### src/rtl/apb_req_arbiter_if.sv
// Bundle of requester-side and APB-side signals for apb_req_arbiter.
// The "master" modport is the arbiter's view; "slave" is the environment's view.
interface apb_req_arbiter_if #(
  parameter int NREQ   = 4,
  parameter int ADDR_W = 32,
  parameter int DATA_W = 32
);
  localparam int STRB_W = DATA_W / 8;

  logic [NREQ-1:0]        req;
  logic [NREQ-1:0]        req_write;
  logic [NREQ*ADDR_W-1:0] req_addr;
  logic [NREQ*DATA_W-1:0] req_wdata;
  logic [NREQ*STRB_W-1:0] req_strb;
  logic [NREQ-1:0]        gnt;
  logic [NREQ-1:0]        done;
  logic [DATA_W-1:0]      rsp_rdata;
  logic                   rsp_err;

  logic                   psel;
  logic                   penable;
  logic                   pwrite;
  logic [ADDR_W-1:0]      paddr;
  logic [DATA_W-1:0]      pwdata;
  logic [STRB_W-1:0]      pstrb;
  logic                   trnsfr;
  logic                   pready;
  logic                   pslverr;
  logic [DATA_W-1:0]      prdata;

  modport master (
    input  req, req_write, req_addr, req_wdata, req_strb,
    output gnt, done, rsp_rdata, rsp_err,
    output psel, penable, pwrite, paddr, pwdata, pstrb, trnsfr,
    input  pready, pslverr, prdata
  );

  modport slave (
    output req, req_write, req_addr, req_wdata, req_strb,
    input  gnt, done, rsp_rdata, rsp_err,
    input  psel, penable, pwrite, paddr, pwdata, pstrb, trnsfr,
    output pready, pslverr, prdata
  );
endinterface

### src/rtl/apb_req_arbiter.sv
// Round-robin arbiter sharing one APB slave among NREQ requesters, with
// SETUP/ACCESS sequencing, ACCESS watchdog and back-to-back hint.
module apb_req_arbiter #(
  parameter int NREQ    = 4,
  parameter int ADDR_W  = 32,
  parameter int DATA_W  = 32,
  parameter int TIMEOUT = 16
) (
  input logic               clk,
  input logic               rst,
  apb_req_arbiter_if.master bus
);
  localparam int STRB_W   = DATA_W / 8;
  localparam int PTR_W    = $clog2(NREQ);
  localparam int CNT_W    = (TIMEOUT > 0) ? $clog2(TIMEOUT + 1) : 1;
  localparam int CNT_LAST = (TIMEOUT > 0) ? TIMEOUT - 1 : 0;
  localparam int CNT_MAX  = (TIMEOUT > 0) ? TIMEOUT : 0;

  typedef enum logic [1:0] {
    S_IDLE   = 2'd0,
    S_SETUP  = 2'd1,
    S_ACCESS = 2'd2
  } state_e;

  state_e            state_q, state_d;
  logic [NREQ-1:0]   gnt_q, gnt_d;
  logic [PTR_W-1:0]  ptr_q, ptr_d;
  logic              psel_q, psel_d;
  logic              penable_q, penable_d;
  logic              pwrite_q, pwrite_d;
  logic [ADDR_W-1:0] paddr_q, paddr_d;
  logic [DATA_W-1:0] pwdata_q, pwdata_d;
  logic [STRB_W-1:0] pstrb_q, pstrb_d;
  logic [CNT_W-1:0]  cnt_q, cnt_d;

  logic [NREQ-1:0]   arb_req;
  logic              found;
  logic [PTR_W-1:0]  win;
  logic              load, go_idle;
  logic [NREQ-1:0]   done;
  logic [DATA_W-1:0] rsp_rdata;
  logic              rsp_err;
  logic              trnsfr;

  // Rotating search starting at ptr+1; walking the offsets downwards lets the
  // nearest requester after the pointer overwrite any farther candidate.
  always_comb begin
    arb_req = '0;
    if (state_q == S_IDLE)        arb_req = bus.req;
    else if (state_q == S_ACCESS) arb_req = bus.req & ~gnt_q;
    found = 1'b0;
    win   = '0;
    for (int i = NREQ; i >= 1; i--) begin
      logic [PTR_W-1:0] idx;
      idx = PTR_W'((int'(ptr_q) + i) % NREQ);
      if (arb_req[idx]) begin
        found = 1'b1;
        win   = idx;
      end
    end
  end

  // NOTE: every variable written here gets a default first, so no path can
  // leave one unassigned and infer a latch.
  always_comb begin
    state_d   = state_q;
    gnt_d     = gnt_q;
    ptr_d     = ptr_q;
    psel_d    = psel_q;
    penable_d = penable_q;
    pwrite_d  = pwrite_q;
    paddr_d   = paddr_q;
    pwdata_d  = pwdata_q;
    pstrb_d   = pstrb_q;
    cnt_d     = cnt_q;
    load      = 1'b0;
    go_idle   = 1'b0;
    done      = '0;
    rsp_rdata = '0;
    rsp_err   = 1'b0;
    trnsfr    = 1'b0;

    unique case (state_q)
      S_IDLE: load = found;
      S_SETUP: begin
        state_d   = S_ACCESS;
        penable_d = 1'b1;
        cnt_d     = '0;
      end
      S_ACCESS: begin
        if (bus.pready) begin
          done      = gnt_q;
          rsp_rdata = pwrite_q ? '0 : bus.prdata;
          rsp_err   = bus.pslverr;
          trnsfr    = found;
          load      = found;
          go_idle   = !found;
        end else if (TIMEOUT != 0 && cnt_q == CNT_W'(CNT_LAST)) begin
          done    = gnt_q;
          rsp_err = 1'b1;
          go_idle = 1'b1;
        end else if (cnt_q != CNT_W'(CNT_MAX)) begin
          cnt_d = cnt_q + 1'b1;
        end
      end
      default: go_idle = 1'b1;
    endcase

    if (load) begin
      state_d   = S_SETUP;
      gnt_d     = NREQ'(1) << win;
      ptr_d     = win;
      psel_d    = 1'b1;
      penable_d = 1'b0;
      pwrite_d  = bus.req_write[win];
      paddr_d   = bus.req_addr[win*ADDR_W +: ADDR_W];
      pwdata_d  = bus.req_wdata[win*DATA_W +: DATA_W];
      pstrb_d   = bus.req_strb[win*STRB_W +: STRB_W];
    end else if (go_idle) begin
      state_d   = S_IDLE;
      gnt_d     = '0;
      psel_d    = 1'b0;
      penable_d = 1'b0;
      pwrite_d  = 1'b0;
      paddr_d   = '0;
      pwdata_d  = '0;
      pstrb_d   = '0;
    end
  end

  // NOTE: state registers use non-blocking assignments so every flop samples
  // the values from before this edge, independent of statement order.
  always_ff @(posedge clk or posedge rst) begin
    if (rst) begin
      state_q   <= S_IDLE;
      gnt_q     <= '0;
      ptr_q     <= PTR_W'(NREQ - 1);
      psel_q    <= 1'b0;
      penable_q <= 1'b0;
      pwrite_q  <= 1'b0;
      paddr_q   <= '0;
      pwdata_q  <= '0;
      pstrb_q   <= '0;
      cnt_q     <= '0;
    end else begin
      state_q   <= state_d;
      gnt_q     <= gnt_d;
      ptr_q     <= ptr_d;
      psel_q    <= psel_d;
      penable_q <= penable_d;
      pwrite_q  <= pwrite_d;
      paddr_q   <= paddr_d;
      pwdata_q  <= pwdata_d;
      pstrb_q   <= pstrb_d;
      cnt_q     <= cnt_d;
    end
  end

  assign bus.gnt       = gnt_q;
  assign bus.done      = done;
  assign bus.rsp_rdata = rsp_rdata;
  assign bus.rsp_err   = rsp_err;
  assign bus.psel      = psel_q;
  assign bus.penable   = penable_q;
  assign bus.pwrite    = pwrite_q;
  assign bus.paddr     = paddr_q;
  assign bus.pwdata    = pwdata_q;
  assign bus.pstrb     = pstrb_q;
  assign bus.trnsfr    = trnsfr;
endmodule

### src/flat_wrapper.sv
// flat-port wrapper written by rule: the top's interface ports become plain ports
module apb_req_arbiter_flat 
#(
  parameter int NREQ    = 4,
  parameter int ADDR_W  = 32,
  parameter int DATA_W  = 32,
  parameter int TIMEOUT = 16
)
  (clk, rst, bus_req, bus_req_write, bus_req_addr, bus_req_wdata, bus_req_strb, bus_gnt, bus_done, bus_rsp_rdata, bus_rsp_err, bus_psel, bus_penable, bus_pwrite, bus_paddr, bus_pwdata, bus_pstrb, bus_trnsfr, bus_pready, bus_pslverr, bus_prdata);
  apb_req_arbiter_if #(.NREQ(NREQ), .ADDR_W(ADDR_W), .DATA_W(DATA_W)) bus_i ();
  input logic clk;
  input logic rst;
  input wire logic [$bits(bus_i.req)-1:0] bus_req;
  input wire logic [$bits(bus_i.req_write)-1:0] bus_req_write;
  input wire logic [$bits(bus_i.req_addr)-1:0] bus_req_addr;
  input wire logic [$bits(bus_i.req_wdata)-1:0] bus_req_wdata;
  input wire logic [$bits(bus_i.req_strb)-1:0] bus_req_strb;
  output wire logic [$bits(bus_i.gnt)-1:0] bus_gnt;
  output wire logic [$bits(bus_i.done)-1:0] bus_done;
  output wire logic [$bits(bus_i.rsp_rdata)-1:0] bus_rsp_rdata;
  output wire logic [$bits(bus_i.rsp_err)-1:0] bus_rsp_err;
  output wire logic [$bits(bus_i.psel)-1:0] bus_psel;
  output wire logic [$bits(bus_i.penable)-1:0] bus_penable;
  output wire logic [$bits(bus_i.pwrite)-1:0] bus_pwrite;
  output wire logic [$bits(bus_i.paddr)-1:0] bus_paddr;
  output wire logic [$bits(bus_i.pwdata)-1:0] bus_pwdata;
  output wire logic [$bits(bus_i.pstrb)-1:0] bus_pstrb;
  output wire logic [$bits(bus_i.trnsfr)-1:0] bus_trnsfr;
  input wire logic [$bits(bus_i.pready)-1:0] bus_pready;
  input wire logic [$bits(bus_i.pslverr)-1:0] bus_pslverr;
  input wire logic [$bits(bus_i.prdata)-1:0] bus_prdata;
  assign bus_i.req = bus_req;
  assign bus_i.req_write = bus_req_write;
  assign bus_i.req_addr = bus_req_addr;
  assign bus_i.req_wdata = bus_req_wdata;
  assign bus_i.req_strb = bus_req_strb;
  assign bus_gnt = bus_i.gnt;
  assign bus_done = bus_i.done;
  assign bus_rsp_rdata = bus_i.rsp_rdata;
  assign bus_rsp_err = bus_i.rsp_err;
  assign bus_psel = bus_i.psel;
  assign bus_penable = bus_i.penable;
  assign bus_pwrite = bus_i.pwrite;
  assign bus_paddr = bus_i.paddr;
  assign bus_pwdata = bus_i.pwdata;
  assign bus_pstrb = bus_i.pstrb;
  assign bus_trnsfr = bus_i.trnsfr;
  assign bus_i.pready = bus_pready;
  assign bus_i.pslverr = bus_pslverr;
  assign bus_i.prdata = bus_prdata;
  apb_req_arbiter #(.NREQ(NREQ), .ADDR_W(ADDR_W), .DATA_W(DATA_W), .TIMEOUT(TIMEOUT)) u_core (.clk(clk), .rst(rst), .bus(bus_i));
endmodule
### config.mk
export PLATFORM = sky130hd
export DESIGN_NAME = apb_req_arbiter_flat
export DESIGN_NICKNAME = d
export VERILOG_FILES = /design/src/rtl/apb_req_arbiter_if.sv /design/src/rtl/apb_req_arbiter.sv /design/src/flat_wrapper.sv
export SDC_FILE = /design/constraint.sdc
export NUM_CORES = 1
export LEC_CHECK = 0
export ABC_CLOCK_PERIOD_IN_PS = 2800
export BUFFER_PORTS_ARGS = -buffer_cell sky130_fd_sc_hd__buf_2
export CORE_AREA = 2 2 166 168
export CTS_CLUSTER_DIAMETER = 150
export DETAILED_ROUTE_END_ITERATION = 12
export DIE_AREA = 0 0 168 170
export GPL_TIMING_DRIVEN = 0
export PLACE_DENSITY = 0.56
export SLEW_MARGIN = 5
export SYNTH_ARGS = -nofsm -noshare
export SYNTH_HDL_FRONTEND = slang
export SYNTH_SLANG_ARGS = --single-unit
### constraint.sdc
create_clock -name clk -period 2.8 [get_ports clk]
set_input_delay 0.42 -clock clk [delete_from_list [all_inputs] [get_ports clk]]
set_output_delay 0.42 -clock clk [all_outputs]
set_load 0.005 [all_outputs]
# After elaboration in Yosys (flattened, before gate mapping)

Cells that the tools add are included.

Add/subtract/negate cells: 5
$lt $le $gt $ge: 5
Eq/ne operators: 7
Shifts and indexed selects: 4
Multiplexer cells: 53
Bitwise gates (word level): 2
Reduce and logical (&&, ||, !) cells: 7

Operator list:

| operator                                                   | count |
|---|---|
| indexed part select 128 x 8 -> 32 bit                      | 2 |
| two-way mux 32 bit                                         | 6 |
| two-way mux 4 bit                                          | 8 |
| two-way mux 1 bit                                          | 21 |
| indexed part select 16 x 5 -> 4 bit                        | 1 |
| less-than comparator 2 x 3 -> 1 bit, second input constant | 5 |
| two-way mux 5 bit                                          | 3 |
| two-way mux 2 bit                                          | 7 |
| binary-select mux 1 bit (select 2 bit)                     | 5 |
| one-hot mux 5 bit (2 select lines)                         | 1 |
| inequality test 2 bit, second input constant               | 3 |
| adder 5 x 1 -> 5 bit, second input constant                | 1 |
| equality test 5 x 4 -> 1 bit, second input constant        | 1 |
| inequality test 5 bit, second input constant               | 1 |
| adder 2 x 1 -> 2 bit, second input constant                | 2 |
| adder 2 bit, second input constant                         | 2 |
| bitwise AND 4 bit                                          | 1 |
| inverter 4 bit                                             | 1 |
| one-hot mux 1 bit (2 select lines)                         | 2 |
| AND reduction 4 bit                                        | 1 |
| nonzero test 2 bit                                         | 2 |
| << shifter 1 x 2 -> 4 bit, first input constant            | 1 |
| nonzero test 3 bit                                         | 1 |
| equality test 2 x 1 -> 1 bit, second input constant        | 1 |
| other kinds (4)                                            | 4 |

Register bits after elaboration: 84
Input port bits: 316
Output and inout bits: 113
Word-level logic and storage cells: 93

# Logic depth before layout (Yosys ltp)

Depth after elaboration: 15
Depth in mapped cells: 9
Mapped depth without buffers: 8

# Worst setup path before layout

No wires, ideal clock.

Path kind: register to register
Start point: register u_core.cnt_q[0]
End point: register u_core.paddr_q[24], in the netlist u_core.bus.paddr[24]
Library setup time: 0.090 ns
Data arrival time: 2.221 ns
Required time: 2.710 ns
Slack: 0.489 ns
Stages on the path, launching flop included: 10
Buffers on the path: 2
Period minus slack after synthesis: 2.311 ns
Cell sequence: dfrtp_1 -> ha_1 -> and3_1 -> ha_1 -> or4b_2 -> nand2_1 -> buf_4 -> buf_4 -> a32oi_1 -> o221ai_1

Word-level cells in the longest chain between the ends: 5

RTL lines:

| item                               | RTL line               | source |
|---|---|---|
| from (decl)                        | apb_req_arbiter.sv:34  | `logic [CNT_W-1:0] cnt_q, cnt_d;` |
| from (signal assigned)             | apb_req_arbiter.sv:155 | `cnt_q <= cnt_d;` |
| equality test 5 x 4 -> 1 bit       | apb_req_arbiter.sv:98  | `end else if (TIMEOUT != 0 && cnt_q == CNT_W'(CNT_LAST)) begin` |
| two-way mux 1 bit                  | apb_req_arbiter.sv:98  |  |
| two-way mux 1 bit                  | apb_req_arbiter.sv:91  | `if (bus.pready) begin` |
| one-hot mux 1 bit (2 select lines) | apb_req_arbiter.sv:83  | `unique case (state_q)` |
| nonzero test 2 bit (no line)       | n/a                    |  |
| to (signal assigned)               | apb_req_arbiter.sv:152 | `paddr_q <= paddr_d;` |
| to (decl)                          | apb_req_arbiter.sv:31  | `logic [ADDR_W-1:0] paddr_q, paddr_d;` |

No other way between the ends.
A chain may end at the register's enable or synchronous reset.

# Worst setup path after layout

Start point: register u_core.cnt_q[0]
End point: register u_core.pwdata_q[31], in the netlist u_core.bus.pwdata[31]

Word-level cells in the longest chain between the ends: 5

RTL lines:

| item                               | RTL line               | source |
|---|---|---|
| equality test 5 x 4 -> 1 bit       | apb_req_arbiter.sv:98  |  |
| two-way mux 1 bit                  | apb_req_arbiter.sv:98  |  |
| two-way mux 1 bit                  | apb_req_arbiter.sv:91  |  |
| one-hot mux 1 bit (2 select lines) | apb_req_arbiter.sv:83  |  |
| nonzero test 2 bit (no line)       | n/a                    |  |
| to (signal assigned)               | apb_req_arbiter.sv:153 | `pwdata_q <= pwdata_d;` |
| to (decl)                          | apb_req_arbiter.sv:32  | `logic [DATA_W-1:0] pwdata_q, pwdata_d;` |

No other way between the ends.

==> out/metrics.yaml <==
run_status: "finished clean"
path_clk_slew_ns: 0.07
wire_per_inst_um: 19.9
die_w_um: 168
power_leakage_nw: 4.27
num_io_pins: 429
final_cell_count_no_fill: 1341
arrival_ns: 2.90
synth_edf_count: 0
ys_async_sr_fraction_pct: 100
drt-total-wl_mm: 26.7
critPathKind: "reg -> reg"
core_um2: 26700
power_density_nw_per_um2: 1000
antenna_found_initial: 2
start_util_pct: 19.5
worstSetupStartpointType: "flop"
synth_cell_types: 50
area.growth.synth_to_final_pct: 57.8
min_period_over_period_pct: 94.7
worst_pin_slew_ns: 0.806
dr.pass1.iters: 5
routabilityCongestion: 0.860
syn_area_um2: 5190
synthCells: 552
clkSinkCount: 83
grt_pass1_vias: 6394
grt_max_degree: 44
dieHeight_um: 170
root_buffer: "clkbuf_16"
hold_path_class: "in -> async"
final_cell_area_um2: 8200
grt.overflow.total: 0
setup_viol: 0
num_rows: 60
synth_top_family_by_area: "compound AO/OA/AOI/OAI gates"
min_period_ns: 2.65
cp_max_fo: 10
clk_path_buf_depth: 2
hold_viol_final: 0
final_nets: 1314
ys_ff_latch: 83
setup_tns_ns: 0
yosysSeqAreaShare_pct: 40.0
yosysWarnings: 0
port_buffers: 428
synth-simple-area-share_pct: 10.2
fmax_ghz: 0.377
vias_per_cell: 4.92
rsz0062_at_grt: "yes"
crit_required_ns: 3.05
clk_latency_ns: 0.34
avgSynthCellArea_um2: 9.41
synthAdderAreaFrac_pct: 0.723
final_layout_size_suffix_gt1_share_pct: 49.1
drt_iter0_drc: 354
synthFlopType: "dfrtp_1"
ir_worst_vdd_v: 0.000302
drc: 0
timing.hold.ws_ns: 0.118
cp-end-kind: "flop"
grt_usage_pct: 17.7
clock_skew_ns: 0.00941
dp.cells: 1323
drv_slew: 0
slew-limit-headroom_pct: 46.3
grt_pass1_wl_mm: 38.6
synthMuxAreaShare_pct: 0.578
postPlaceCellArea_um2: 7810
fp.dieArea_um2: 28600
vias: 6594
cap_violations: 0
htreeDepth: 3
postRouteAntennaNets: 0
hpwl_mm: 21.2
power_w: 0.00820
synth-compound-area-share_pct: 37.6
cts_tree: "done"
synth_xor_area_share_pct: 0.169
syn-num-nets: 871
cts_made_buffers: 9
==> cell usage after synthesis, drive strengths merged (2+ instances only) <==
cell type / number / area, um2
a21oi: 5 / 25.0
nand2b: 6 / 37.5
buf: 20 / 125
dfstp: 2 / 52.6
nand3: 6 / 30.0
a32oi: 69 / 604
o21bai: 2 / 15.0
inv: 78 / 293
nor4: 4 / 40.0
nor3: 2 / 10.0
o21ai: 7 / 35.0
a311oi: 2 / 17.5
ha: 3 / 37.5
nand2: 14 / 52.6
clkbuf: 37 / 139
a22oi: 69 / 518
nor2b: 2 / 12.5
nor2: 7 / 33.8
dfrtp: 81 / 2030
o221ai: 70 / 613
and3: 2 / 12.5
or2: 2 / 12.5
and2: 39 / 244
mux2i: 3 / 30.0
==> registers in the layout, indices dropped and copies added, names as in the netlist <==
name,count
u_core.bus.paddr,32
u_core.bus.pwdata,32
u_core.ptr_q,2
u_core.bus.psel,1
u_core.cnt_q,5
u_core.bus.pwrite,1
u_core.bus.pstrb,4
u_core.state_q,2
u_core.bus.gnt,4
==> metrics by stage <==
step / worst slack (ns) / util [%]
2_1_floorplan: 0.247 / -
3_3_place_gp: -1.13 / 29.1
3_5_place_dp: -0.359 / 29.3
4_1_cts: 0.00114 / 30.5
5_1_grt: -0.00823 / 30.8
6_report: 0.148 / 30.8
==> critical path: stages (launching register included) <==
cell and delay [ns]:
dfrtp_1 0.42, ha_1 0.23, and3_1 0.19, ha_1 0.22
or4b_2 0.69, nand2_1 0.16, buf_8 0.19, buf_4 0.21
a32oi_1 0.12, o221ai_1 0.11
==> repair_timing <==
action / in CTS / in global routing
gates resized for setup: 3 / 33
cloned: 0 / 0
hold buffers: 0 / 0
setup buffers: 0 / 2
pin swaps: 0 / 1
setup endpoints to repair: 83 / 83
==> area by class of cell <==
| cell class | instances | area [um2] |
|---|---|---|
| diodes | 1 | 2.50 |
| flip-flops and latches | 83 | 2080 |
| inverters | 78 | 295 |
| plain buffers | 57 | 295 |
| fillers | 2901 | 18500 |
| repair buffers | 432 | 2190 |
| well taps | 341 | 427 |
| clock inverters | 4 | 76.3 |
| clock buffers | 11 | 233 |
| multi-input cells | 334 | 2600 |
==> cell usage in the layout (no fill, tap or decap), types with 2 or more instances in the layout <==
cell type	n
clkbuf_2	13
dfstp_2	2
nand2b_1	6
clkbuf_16	9
clkbuf_1	25
buf_1	2
a32oi_1	69
or2_1	2
nand2_1	14
and3_1	2
mux2i_1	3
nor2b_1	2
o21bai_1	2
buf_2	438
bufinv_16	2
nor3_1	2
and2_1	39
dfrtp_1	81
nand3_1	5
a21oi_1	5
nor4_1	2
ha_1	3
a22oi_1	69
o21ai_0	5
o221ai_1	70
a311oi_1	2
nor2_1	6
buf_4	8
inv_1	77
buf_6	3
==> kinds of logic after synthesis <==
| kind of cell | after synthesis |
|---|---|
| muxes | 3 |
| buffers and inverters | 135 |
| and+or+nand+nor | 89 |
| AOI/OAI and AO/OA | 238 |
| xor gates and xnor gates | 1 |
| adders and majority gates | 3 |
| DFF | 83 |
==> final timing paths <==
path	slack, ns	endpoint	from	depth (start not counted)
worst max-delay path	0.15	u_core.bus.pwdata[31]	u_core.cnt_q[0]	9
worst min-delay path	0.12	u_core.bus.pwdata[23]	rst	2
worst max register to register	0.15	u_core.bus.pwdata[31]	u_core.cnt_q[0]	9
worst min register to register	0.48	u_core.bus.psel	u_core.bus.psel	2
max in group asynchronous	1.99	u_core.ptr_q[0]	rst	3
min in group clk	0.29	u_core.bus.pwdata[23]	bus_req_wdata[55]	3
==> routing by layer <==
| metal | vias to the layer above | routed length [um] | track usage [%] |
|---|---|---|---|
| met5 | - | 13 | 0 |
| met4 | 2 | 570 | 5.48 |
| met3 | 30 | 1400 | 2.88 |
| met2 | 285 | 12900 | 28.4 |
| met1 | 3210 | 11900 | 24.3 |
| li1 | 3067 | - | - |
==> report_power, final <==
group | internal (W) | leakage [nW] | switching, W
registers | 0.00177 | 1.05 | 0.000370
logic | 0.00189 | 3.08 | 0.00286
clock network | 0.000780 | 0.146 | 0.000520
total | 0.00444 | 4.27 | 0.00375
(Power assumes the default switching activity.)
